**config.mk**
```make
export PLATFORM = sky130hd
export DESIGN_NAME = adjustable_timekeeper
export DESIGN_NICKNAME = d
export VERILOG_FILES = /design/src/rtl/timekeeper_pkg.sv /design/src/rtl/bcd_field_counter.sv /design/src/rtl/adjustable_timekeeper.sv
export SDC_FILE = /design/constraint.sdc
export NUM_CORES = 1
export LEC_CHECK = 0
export BUFFER_PORTS_ARGS = -buffer_cell sky130_fd_sc_hd__buf_2
export CORE_MARGIN = 2
export CORE_UTILIZATION = 61
export DETAILED_ROUTE_END_ITERATION = 10
export GPL_ROUTABILITY_DRIVEN = 0
export PLACE_DENSITY = 0.85
export RECOVER_POWER = 100
export SLEW_MARGIN = 20
export SYNTH_ARGS = -nofsm -noshare
export SYNTH_HDL_FRONTEND = slang
export SYNTH_SLANG_ARGS = --single-unit
```
**constraint.sdc**
```tcl
create_clock -name clk4hz -period 5.26 [get_ports clk4hz]
set_input_delay 1.052 -clock clk4hz [delete_from_list [all_inputs] [get_ports clk4hz]]
set_output_delay 1.052 -clock clk4hz [all_outputs]
set_load 0.01 [all_outputs]
```
**src/rtl/timekeeper_pkg.sv**
```systemverilog
// Shared types and constants for the adjustable timekeeper: FSM states, field indices and BCD helpers.
package timekeeper_pkg;

    typedef enum logic [1:0] {
        RUN    = 2'd0,
        PAUSED = 2'd1,
        ADJUST = 2'd2
    } state_t;

    localparam int unsigned FIELD_SS = 0;
    localparam int unsigned FIELD_MM = 1;
    localparam int unsigned FIELD_HH = 2;

    localparam int unsigned SEXAGESIMAL_MAX = 59;

    typedef logic [3:0] bcd_digit_t;

    typedef struct packed {
        bcd_digit_t tens;
        bcd_digit_t ones;
    } bcd_pair_t;

    function automatic bcd_pair_t to_bcd(input int unsigned v);
        bcd_pair_t r;
        r.tens = 4'((v / 10) % 10);
        r.ones = 4'(v % 10);
        return r;
    endfunction

    // Largest value a field may hold; seconds and minutes are base-60, hours follow hour_max.
    function automatic bcd_pair_t field_max(input int unsigned field, input int unsigned hour_max);
        if (field == FIELD_SS || field == FIELD_MM) begin
            return to_bcd(SEXAGESIMAL_MAX);
        end
        if (field == FIELD_HH) begin
            return to_bcd(hour_max - 1);
        end
        return to_bcd(0);
    endfunction

endpackage

```
**src/rtl/bcd_field_counter.sv**
```systemverilog
// One 2-digit BCD modulo counter (0..max_value) stepping up or down; wrap_c flags a pending wrap.
module bcd_field_counter
    import timekeeper_pkg::*;
(
    input  logic      clk4hz,
    input  logic      reset,
    input  logic      step,
    input  logic      dir,
    input  bcd_pair_t max_value,
    output bcd_pair_t value,
    output logic      wrap_c
);

    bcd_pair_t value_next;

    always_comb begin
        value_next = value;
        wrap_c     = dir ? (value == '0) : (value == max_value);
        if (dir) begin
            if (wrap_c) begin
                value_next = max_value;
            end else if (value.ones == 4'd0) begin
                value_next.tens = 4'(value.tens - 4'd1);
                value_next.ones = 4'd9;
            end else begin
                value_next.ones = 4'(value.ones - 4'd1);
            end
        end else begin
            if (wrap_c) begin
                value_next = '0;
            end else if (value.ones == 4'd9) begin
                value_next.tens = 4'(value.tens + 4'd1);
                value_next.ones = 4'd0;
            end else begin
                value_next.ones = 4'(value.ones + 4'd1);
            end
        end
    end

    always_ff @(posedge clk4hz) begin
        if (reset) begin
            value <= '0;
        end else if (step) begin
            value <= value_next;
        end
    end

endmodule

```
**src/rtl/adjustable_timekeeper.sv**
```systemverilog
// Time-of-day/stopwatch core: BCD ss/mm[/hh] fields with run, pause and per-field adjust modes.
// Define TIMEKEEPER_BLINK_EN to build the blink phase that drives blank_mask during adjust.
module adjustable_timekeeper
    import timekeeper_pkg::*;
#(
    parameter int unsigned NUM_FIELDS    = 2,
    parameter int unsigned HOUR_MAX      = 24,
    parameter int unsigned TICKS_PER_SEC = 4,
    parameter int unsigned ADJ_TICKS     = 2
) (
    input  logic                    clk4hz,
    input  logic                    reset,
    input  logic                    pause_btn,
    input  logic                    adjust,
    input  logic [1:0]              field_sel,
    input  logic                    dir,
    output logic [8*NUM_FIELDS-1:0] digits,
    output logic [2*NUM_FIELDS-1:0] blank_mask,
    output logic                    paused,
    output logic                    rollover
);

    localparam int unsigned PRE_W = (TICKS_PER_SEC > 1) ? $clog2(TICKS_PER_SEC) : 1;
    localparam int unsigned ADJ_W = (ADJ_TICKS > 1) ? $clog2(ADJ_TICKS) : 1;

    state_t               state, state_next;
    logic [PRE_W-1:0]     prescaler, prescaler_next;
    logic [ADJ_W-1:0]     adj_cnt, adj_cnt_next;
    logic                 pause_prev;
    logic                 pause_edge_c;
    logic                 entering_c;
    logic                 run_step_c;
    logic                 adj_step_c;
    logic [NUM_FIELDS-1:0] field_step_c;
    logic [NUM_FIELDS-1:0] field_wrap_c;

    assign pause_edge_c = pause_btn & ~pause_prev;

    // Mode selection and step strobes; entering ADJUST takes priority over any counting that edge.
    always_comb begin
        state_next     = state;
        prescaler_next = prescaler;
        adj_cnt_next   = adj_cnt;
        run_step_c     = 1'b0;
        adj_step_c     = 1'b0;

        if (adjust) begin
            state_next = ADJUST;
        end else begin
            unique case (state)
                RUN:     state_next = pause_edge_c ? PAUSED : RUN;
                PAUSED:  state_next = pause_edge_c ? RUN : PAUSED;
                default: state_next = RUN;
            endcase
        end

        entering_c = (state_next == ADJUST) && (state != ADJUST);

        if (entering_c) begin
            prescaler_next = '0;
            adj_cnt_next   = '0;
        end else if (state == ADJUST && state_next == ADJUST) begin
            if (adj_cnt == ADJ_W'(ADJ_TICKS - 1)) begin
                adj_step_c   = 1'b1;
                adj_cnt_next = '0;
            end else begin
                adj_cnt_next = ADJ_W'(adj_cnt + 1'b1);
            end
        end else if (state == RUN && state_next == RUN) begin
            if (prescaler == PRE_W'(TICKS_PER_SEC - 1)) begin
                run_step_c     = 1'b1;
                prescaler_next = '0;
            end else begin
                prescaler_next = PRE_W'(prescaler + 1'b1);
            end
        end
    end

    always_ff @(posedge clk4hz) begin
        if (reset) begin
            state      <= RUN;
            prescaler  <= '0;
            adj_cnt    <= '0;
            pause_prev <= 1'b0;
            paused     <= 1'b0;
            rollover   <= 1'b0;
        end else begin
            state      <= state_next;
            prescaler  <= prescaler_next;
            adj_cnt    <= adj_cnt_next;
            pause_prev <= pause_btn;
            paused     <= (state_next == PAUSED);
            rollover   <= run_step_c & (&field_wrap_c);
        end
    end

    // Run steps ripple upward through wrapping fields; adjust steps hit only the selected field.
    for (genvar f = 0; f < NUM_FIELDS; f++) begin : g_field
        localparam bcd_pair_t FMAX = field_max(f, HOUR_MAX);
        logic carry_c;

        if (f == FIELD_SS) begin : g_lsb
            assign carry_c = run_step_c;
        end else begin : g_upper
            assign carry_c = run_step_c & (&field_wrap_c[f-1:0]);
        end

        assign field_step_c[f] = carry_c | (adj_step_c && (field_sel == 2'(f)));

        bcd_field_counter u_field (
            .clk4hz    (clk4hz),
            .reset     (reset),
            .step      (field_step_c[f]),
            .dir       (dir),
            .max_value (FMAX),
            .value     (digits[8*f +: 8]),
            .wrap_c    (field_wrap_c[f])
        );
    end

`ifdef TIMEKEEPER_BLINK_EN
    logic                    blink_phase, blink_phase_next;
    logic [2*NUM_FIELDS-1:0] blank_next;

    always_comb begin
        blink_phase_next = 1'b0;
        blank_next       = '0;
        if (state_next == ADJUST) begin
            blink_phase_next = entering_c ? 1'b0 : ~blink_phase;
            for (int f = 0; f < NUM_FIELDS; f++) begin
                if (field_sel == 2'(f)) begin
                    blank_next[2*f +: 2] = {2{blink_phase_next}};
                end
            end
        end
    end

    always_ff @(posedge clk4hz) begin
        if (reset) begin
            blink_phase <= 1'b0;
            blank_mask  <= '0;
        end else begin
            blink_phase <= blink_phase_next;
            blank_mask  <= blank_next;
        end
    end
`else
    assign blank_mask = '0;
`endif

endmodule

```
==> results.md, run 1 <==
* Worst hold slack at 0.528 ns
* Hold Crit Depth at 1
* Minimum clock period after layout at 3.77 ns
* Max-cap violation count at 1
* Fillers at 241
* Pwr Total at 0.297 mW
* I/O pin count at 29
* Internal Pwr Total at 0.216 mW
* Number of global-route vias before repair at 1444
* P_leak at 0.701 nW
* Yosys top cell by area: dfxtp_1
* Setup violations, final at 0
* Initial Utilization at 65.3%
* Post-synth cell types at 59
* Antenna viol nets, final at 0
* Slew Limit Fails at 40
* Async set-reset flop share out of synthesis at 0%
* Cts hold-fix bufs at 0
* Switching power at 0.0801 mW
* Syn avg cell area at 8.29 um^2
* Power per cell area at 157 mW/mm^2
* Net switching fraction of the power at 27.0%
* Critical path peak fanout at 39
* Die height at 58.8 um
* Core Region at 0.00281 mm^2
* Worst reg2reg path endpoint: g_field[1].u_field.value[4]
* Antenna cells at 0
* Drt wl/cell at 15.1 um
* P&R area growth vs syn at 3.28%
* Main combinational cell family by area after synthesis: simple AND/OR/NAND/NOR gates
* Via density at 6.23
* Final hold vios at 0
* DP Cell Count at 264
* First-pass GRT wire length at 6.61 mm
* Worst clock skew at 0.00786 ns
* DR vias at 1670
* Top cells by area, synth: dfxtp_1, ha_1, a21oi_1
* Cells after synthesis at 221
* Sequential share of power at 60.1%
* Total setup buffers inserted after CTS at 0
* Reg-to-Reg Start: g_field[0].u_field.value[4]
* Most common cell in the synthesized netlist: dfxtp_1
* CP Launch Type: input port
* Critical Path AT at 3.99 ns
* Drt pass-1 iters at 7
* Port Buf Inserts at 24
* Logic pwr share at 9.9%
* Period utilization at 71.6%
* WP data required at 5.48 ns
* TritonCTS clock tree: done
* Hold EP: state[0]
* Post-synth EDFFs at 0
* Synth Area in Simple Gates at 27.4%
* Initial antenna violation count at 0
* F_max at 265 MHz
* Crit-path cells: clkbuf_1 -> nand2_1 -> o32a_1 -> a211oi_1 -> o21ai_0 -> a221oi_1
* Final Core Density at 67.4%
* CP peak stage delay at 1.08 ns
* Unrepaired setup endpoints after global routing: no
* Xor/xnor share of the synthesized area at 0.478%
* Die W at 58.8 um
* Drt initial violations at 112
* Crit. End Element: flop
* Placement row count at 19
* Failing checks: DRC, capacitance limit, slew limit
* Synthesized flop and latch total at 23
* Total CTS buffers at 3
* Hold_sp: state[1]
* Clock power share at 29.9%
* Dpl hpwl at 2.90 mm
* HP Class: reg2reg
* Post_cts resized at 0
* Commonest cells post-synth: dfxtp_1, a21oi_1, ha_1, inv_1, nor2_1
* Flop-to-flop setup slack at 2.64 ns
* Final cell count without fillers at 268
* Post-Syn Area at 0.00183 mm^2
* TNS Setup at 0 ns
* Maximum root-to-sink buffer count at 2
* Slew margin rel. at -1.69%
* Adder-cell area share of the yosys netlist at 10.2%
* Clock slew at reported path FFs at 0.15 ns
* Mux cell area share after synthesis at 3.48%
* Critical path class: in2reg
* CP max-delay cell: clkbuf_1
* Layout cells sized above 1 at 9.70%
* Total Wirelength at 4.04 mm
* Total gr overflow at 0
* Maximum vdd drop at 0.136 mV
* CTS root buf: clkbuf_4
* Largest net degree at the start of global routing at 40
* Compound-Gate Fraction of Synth Area at 25.3%
* DRC at 5
* Outcome: complete, but fails checks
* Clock sink count at 23
* Synth top area share at 25.1%
* Worst-Margin Slew at 1.53 ns
* Synthesis Warnings at 0
* Fin nets at 260
* Worst Reg2Reg Path Length in Cells at 7
* Die area at 0.00346 mm^2
* Top_reg_cell synth: dfxtp_1
* Gr usage total at 24.1%
* Clk_lat worst skew at 0.32 ns
* H-tree levels at 1
* Sequential area share after synthesis at 25.1%
[state kept, by name (all words and copies together), names as in the netlist]
name,count
pause_prev,1
rollover,1
adj_cnt,1
g_field.u_field.value,16
prescaler,2
state,2
[power by group through the flow]
stage          sequential [mW]  clock (mW)  combinational [mW]
6_report                 0.178      0.0887              0.0295
5_1_grt                  0.179      0.0945              0.0329
4_1_cts                  0.178      0.0895              0.0300
3_5_place_dp             0.182           0              0.0299
3_3_place_gp             0.182           0              0.0292
2_1_floorplan            0.182           0              0.0253
[through the flow]
| stage | setup WS [ns] | instance area (um^2) |
|---|---|---|
| 4_1_cts | 2.57 | 1940 |
| 6_report | 1.49 | 1890 |
| 3_3_place_gp | 2.37 | 1920 |
| 3_5_place_dp | 2.23 | 1920 |
| 5_1_grt | 1.15 | 1890 |
| 2_1_floorplan | 2.99 | 1840 |
[cells by family after synthesis]
group,Yosys count
AND/OR/NAND/NOR,83
buffers and inverters,30
multiplexers,5
XOR/XNOR,1
flip-flops,23
adder cells (fa/ha/maj),15
AO/OA/AOI/OAI,63
other,1
[worst max-delay path: cells and delay by family]
family | cells | cell delay [ns]
AO/OA/AOI/OAI | 4 | 1.61
buffers and inverters | 1 | 1.08
AND/OR/NAND/NOR | 1 | 0.24
[how the worst max path moves through the flow]
stage,start,endpoint,slack [ns]
after floorplan,adjust,g_field[1].u_field.value[4],2.99
after global routing,dir,g_field[1].u_field.value[4],1.15
after CTS,dir,g_field[1].u_field.value[4],2.57
final,dir,g_field[1].u_field.value[4],1.49
after global placement,dir,g_field[1].u_field.value[7],2.37
after detailed placement,dir,g_field[1].u_field.value[4],2.23
[per-layer routing]
layer	global-route usage (%)	vias to the layer above	share of wire (%)
li1	-	839	-
met3	1.98	6	5.8
met1	33.4	761	46
met2	39.8	64	47
met4	7.47	0	0.99
met5	0	-	0
[layout by cell type (no fill, tap or decap), drive strengths merged, types with 3 or more instances in the layout]
cell	netlist	routed
ha	15	15
nor2b	7	7
nor3	8	8
clkbuf	4	24
o221a	4	4
dfxtp	23	23
a211oi	6	6
o21bai	3	3
nor2	15	15
inv	15	15
nand3b	5	5
conb	1	4
and3	3	3
buf	11	3
nand4	3	3
or2	3	3
nand2	13	13
o21ai	10	10
nor3b	3	3
nand2b	7	7
nor4	3	3
nor4b	3	3
a21oi	18	18
a221oi	4	4
mux2i	3	3
[layout make-up]
cell class / instances / area [um^2] / area share (%)
inverter: 15 / 56.3 / 2.98
sequential: 23 / 460 / 24.3
tap: 31 / 38.8 / 2.05
clock buffer: 3 / 22.5 / 1.19
multi-input combinational: 171 / 1210 / 64.2
clock inverter: 1 / 5.00 / 0.265
timing repair buffer: 24 / 93.8 / 4.96
Note: power is estimated with default switching activity, not from simulation.
==> run 2: changes to the inputs <==
- CORE_UTILIZATION: 61 -> 51
- PLACE_DENSITY: 0.85 -> 0.76
- clock period: 5.26 -> 3.4 ns (I/O delays scaled with it)
==> results.md, run 2 (synthesis results as in run 1) <==
* Outcome: completed
* Minimum clock period after layout at 2.51 ns
* DR vias at 1648 (-1.3%)
* P&R area growth vs syn at 4.71%
* Clock sink count at 23 (unchanged)
* Total CTS buffers at 3 (unchanged)
* Worst hold slack at 0.535 ns (+0.00726 ns)
* Antenna viol nets, final at 0 (unchanged)
* Final hold vios at 0 (unchanged)
* Total gr overflow at 0 (unchanged)
* Placement row count at 21 (+2)
* Maximum root-to-sink buffer count at 2 (unchanged)
* Worst-Margin Slew at 0.916 ns (-0.609 ns)
* Initial antenna violation count at 0 (unchanged)
* GR Util met2 at 31.4% (-8.5 points)
* TritonCTS clock tree: done
* Power per cell area at 235 mW/mm^2 (+50%)
* Biggest regs: g_field.u_field.value x16, prescaler x2, state x2
* H-tree levels at 1 (unchanged)
* First-pass GRT wire length at 6.42 mm (-2.8%)
* Slew Limit Fails at 0 (-100%)
* Critical path class: in2reg
* DP Cell Count at 280 (+6.1%)
* Cts hold-fix bufs at 0 (unchanged)
* CP Launch Type: input port
* WP data required at 3.63 ns (-1.85 ns)
* Global-route met3 utilization at 4.23% (+2.2 points)
* Total setup buffers inserted after CTS at 0 (unchanged)
* Largest net degree at the start of global routing at 21 (-48%)
* Drt pass-1 iters at 4 (-3)
* Initial Utilization at 54.0% (-11 points)
* Drt initial violations at 145 (+29%)
* Die W at 63.9 um (+8.7%)
* DRC at 0 (-5)
* Number of global-route vias before repair at 1453 (+0.62%)
* Maximum vdd drop at 0.260 mV (+91%)
* Commonest non-fill, non-tap cells in the layout: dfxtp_1, clkbuf_1, a21oi_1
* Port Buf Inserts at 24 (unchanged)
* Max FFs per register at 16 (unchanged)
* TNS Setup at 0 ns (unchanged)
* I/O pin count at 29 (unchanged)
* Biggest register: g_field.u_field.value
* Period utilization at 73.8%
* Drt wl/cell at 12.8 um (-15%)
* Layer with the highest usage: met2
* Max-cap violation count at 0 (-1)
* Clk_lat worst skew at 0.32 ns (about the same)
* Critical Path AT at 2.74 ns (-1.25 ns)
* F_max at 398 MHz
* Dpl hpwl at 2.71 mm (-6.6%)
* Worst clock skew at 0.0153 ns (+0.00749 ns)
* Clock slew at reported path FFs at 0.13 ns (-0.02 ns)
* Design area at 0.00192 mm^2 (+1.4%)
* Slew margin rel. at 38.9% (+41 points)
* CTS root buf: clkbuf_4
* Setup violations, final at 0 (unchanged)
* Crit. End Element: flop
* Gr usage total at 19.2% (-4.9 points)
* HP Class: reg2reg
* Post-DP Area at 0.00194 mm^2 (+1.4%)
* Die area at 0.00409 mm^2 (+18%)
* Antenna cells at 0 (unchanged)
* Via density at 5.80 (-6.9%)
* Die height at 63.9 um (+8.7%)
* Total Wirelength at 3.64 mm (-9.8%)
* Grt met1 use at 25.8% (-7.6 points)
* Unrepaired setup endpoints after global routing: no
* Leading cell type in the layout, fill and taps excluded: dfxtp_1
* Core Region at 0.00339 mm^2 (+21%)
* Critical path peak fanout at 20 (-49%)
* Fillers at 333 (+38%)
* P_leak at 0.706 nW (+0.69%)
* Final cell count without fillers at 284 (+6.0%)
* Fin nets at 261 (+0.38%)
* Layout cells sized above 1 at 10.1% (+0.38 points)
* Final Core Density at 56.6% (-11 points)
* Post_cts resized at 0 (unchanged)
run 2: worst max-delay path, cell delays in order:
cell      delay (ns)
buf_2           0.21
buf_4           0.24
nor4b_4         0.27
nand4_4         0.15
a211oi_1        0.69
o21ai_0         0.19
a221oi_1        0.30
run 2: final cells by class:
class | instances | area (um^2) | area share (%)
multi-input combinational | 171 | 1210 | 63.3
timing repair buffer | 25 | 103 | 5.35
clock buffer | 4 | 26.3 | 1.37
sequential | 23 | 460 | 24.0
tap | 46 | 57.6 | 3.00
inverter | 15 | 56.3 | 2.94
run 2: per-layer routing:
layer  part of all wire, %  vias up
met2                    47       37
met1                    48      769
met4                  0.80        0
met3                   5.1        4
met5                     0        -
li1                      -      838
run 2: through the flow:
step	total power, mW	worst slack (ns)
floorplan	0.321	1.47
finish	0.450	0.890
CTS	0.458	1.22
global route	0.474	0.550
global placement	0.328	0.929
detailed placement	0.329	0.886
run 2: report_power, final:
part / internal, mW / leakage [nW] / total, mW / switching [mW]
registers: 0.273 / 0.186 / 0.276 / 0.00320
logic: 0.0183 / 0.505 / 0.0454 / 0.0271
clock network: 0.0459 / 0.0150 / 0.129 / 0.0829
run 2: worst paths after layout:
kind                               start                           to  slack (ns)  depth (start not counted)
max reg2reg  g_field[1].u_field.value[0]  g_field[1].u_field.value[4]        0.96                          7
max                                  dir  g_field[1].u_field.value[4]        0.89                          7
min reg2reg                 prescaler[1]                 prescaler[1]        0.54                          2
min                         prescaler[1]                 prescaler[1]        0.54                          2
==> run 3: changes to the inputs <==
- clock period: 3.4 -> 2 ns (I/O delays scaled with it)
==> results.md, run 3 (synthesis results as in run 1) <==
* Placement row count at 21 (unchanged)
* Port Buf Inserts at 24 (unchanged)
* Total Wirelength at 4.15 mm (+14%)
* Drt pass-1 iters at 4 (unchanged)
* Max FFs per register at 16 (unchanged)
* Flop-to-flop setup slack at 0.16 ns (-0.80 ns)
* Clock slew at reported path FFs at 0.13 ns (about the same)
* Critical path peak fanout at 8 (-60%)
* I/O pin count at 29 (unchanged)
* Worst-Margin Slew at 0.596 ns (-0.320 ns)
* Reg-to-Reg Start: g_field[0].u_field.value[2]
* Initial Utilization at 54.0% (unchanged)
* Setup violations, final at 0 (unchanged)
* Leading cell type in the layout, fill and taps excluded: dfxtp_1
* Drt initial violations at 132 (-9.0%)
* CTS root buf: clkbuf_4
* HP Class: in2reg
* Max-cap violation count at 0 (unchanged)
* Gr usage total at 21.7% (+2.5 points)
* Worst Setup Slack, final at 0.158 ns (-0.733 ns)
* Die area at 0.00409 mm^2 (unchanged)
* Clk_lat worst skew at 0.32 ns (about the same)
* Post-DP Area at 0.00208 mm^2 (+7.3%)
* Worst reg2reg path endpoint: g_field[0].u_field.value[3]
* DRC at 0 (unchanged)
* Clock sink count at 23 (unchanged)
* WP data required at 2.27 ns (-1.36 ns)
* Design area at 0.00211 mm^2 (+9.8%)
* TritonCTS clock tree: done
* Cts hold-fix bufs at 0 (unchanged)
* Total gr overflow at 0 (unchanged)
* P_leak at 0.838 nW (+19%)
* Critical Path AT at 2.11 ns (-0.63 ns)
* Crit. End Element: flop
* Die W at 63.9 um (unchanged)
* Worst clock skew at 0.00306 ns (-0.0123 ns)
* Pre-CTS WS at 0.0350 ns (-0.851 ns)
* Critical path class: reg2reg
* Outcome: completed
* Maximum root-to-sink buffer count at 2 (unchanged)
* Biggest register: g_field.u_field.value
* Final cell count without fillers at 303 (+6.7%)
* Slew margin rel. at 59.9% (+21 points)
* Antenna cells at 0 (unchanged)
* Fin nets at 280 (+7.3%)
* Crit path from: g_field[0].u_field.value[2]
* H-tree levels at 1 (unchanged)
* Minimum clock period after layout at 1.84 ns
* Number of global-route vias before repair at 1610 (+11%)
* Maximum vdd drop at 0.398 mV (+53%)
* Post_cts resized at 0 (unchanged)
* F_max at 543 MHz
* Biggest regs: g_field.u_field.value x16, prescaler x2, state x2
* Via density at 5.83 (+0.44%)
* Worst Reg2Reg Path Length in Cells at 5 (-2)
* Commonest non-fill, non-tap cells in the layout: dfxtp_1, a21oi_1, buf_2
* Dpl hpwl at 3.08 mm (+13%)
* Total setup buffers inserted after CTS at 0 (unchanged)
* Antenna viol nets, final at 0 (unchanged)
* Layout cells sized above 1 at 24.1% (+14 points)
* First-pass GRT wire length at 7.11 mm (+11%)
* Power per cell area at 373 mW/mm^2 (+59%)
* P&R area growth vs syn at 15.0%
* Die height at 63.9 um (unchanged)
* Drt wl/cell at 13.7 um (+6.9%)
* Period utilization at 92.1%
* Largest net degree at the start of global routing at 20 (-4.8%)
* DR vias at 1766 (+7.2%)
* Pwr Total at 0.786 mW (+75%)
* Core Region at 0.00339 mm^2 (unchanged)
* CP Capture Point: g_field[0].u_field.value[3]
* CP Launch Type: flop
* Slew Limit Fails at 0 (unchanged)
* Initial antenna violation count at 0 (unchanged)
* Worst hold slack at 0.305 ns (-0.230 ns)
* Total CTS buffers at 3 (unchanged)
* Final hold vios at 0 (unchanged)
* DP Cell Count at 299 (+6.8%)
[run 3: metrics by stage]
| step | util, % | setup TNS (ns) |
|---|---|---|
| finish | 62.1 | 0 |
| global placement | 61.5 | 0 |
| floorplan | - | 0 |
| global route | 62.1 | -0.0208 |
| CTS | 62.3 | 0 |
| detailed placement | 61.5 | 0 |
[run 3: worst min-delay path by stage]
stage,start,end,slack (ns),cells past startpoint
finish,pause_btn,pause_prev,0.30,2
CTS,pause_btn,pause_prev,0.30,2
detailed placement,g_field[0].u_field.value[0],g_field[0].u_field.value[0],0.51,2
floorplan,adjust,state[0],0.48,1
global placement,prescaler[1],prescaler[1],0.50,2
global route,pause_btn,pause_prev,0.32,2
[run 3: worst max-delay path, stage by stage (launching register included)]
cell	delay (ns)
dfxtp_1	0.51
clkbuf_1	0.33
nand3_1	0.14
mux4_2	0.46
or2_1	0.21
a21oi_1	0.13
[run 3: metal layers]
metal	GRT usage, %	vias up	part of all wire (%)
met3	5.11	4	4.7
met5	0	-	0
met1	27.9	831	48
li1	-	883	-
met4	7.61	0	1.0
met2	35.3	48	46
[run 3: power breakdown]
part	total, mW	internal [mW]	switching [mW]
Clock	0.226	0.0751	0.151
Sequential	0.469	0.464	0.00542
Combinational	0.0910	0.0385	0.0525
Total	0.786	0.577	0.209
[run 3: final cells by class]
| cell class | instances | area [um^2] |
|---|---|---|
| Clock buffer | 3 | 22.5 |
| Tap cell | 46 | 57.6 |
| Clock inverter | 1 | 5.00 |
| Fill cell | 329 | 1280 |
| Sequential cell | 23 | 463 |
| Timing Repair Buffer | 44 | 239 |
| Multi-Input combinational cell | 171 | 1260 |
| Inverter | 15 | 56.3 |
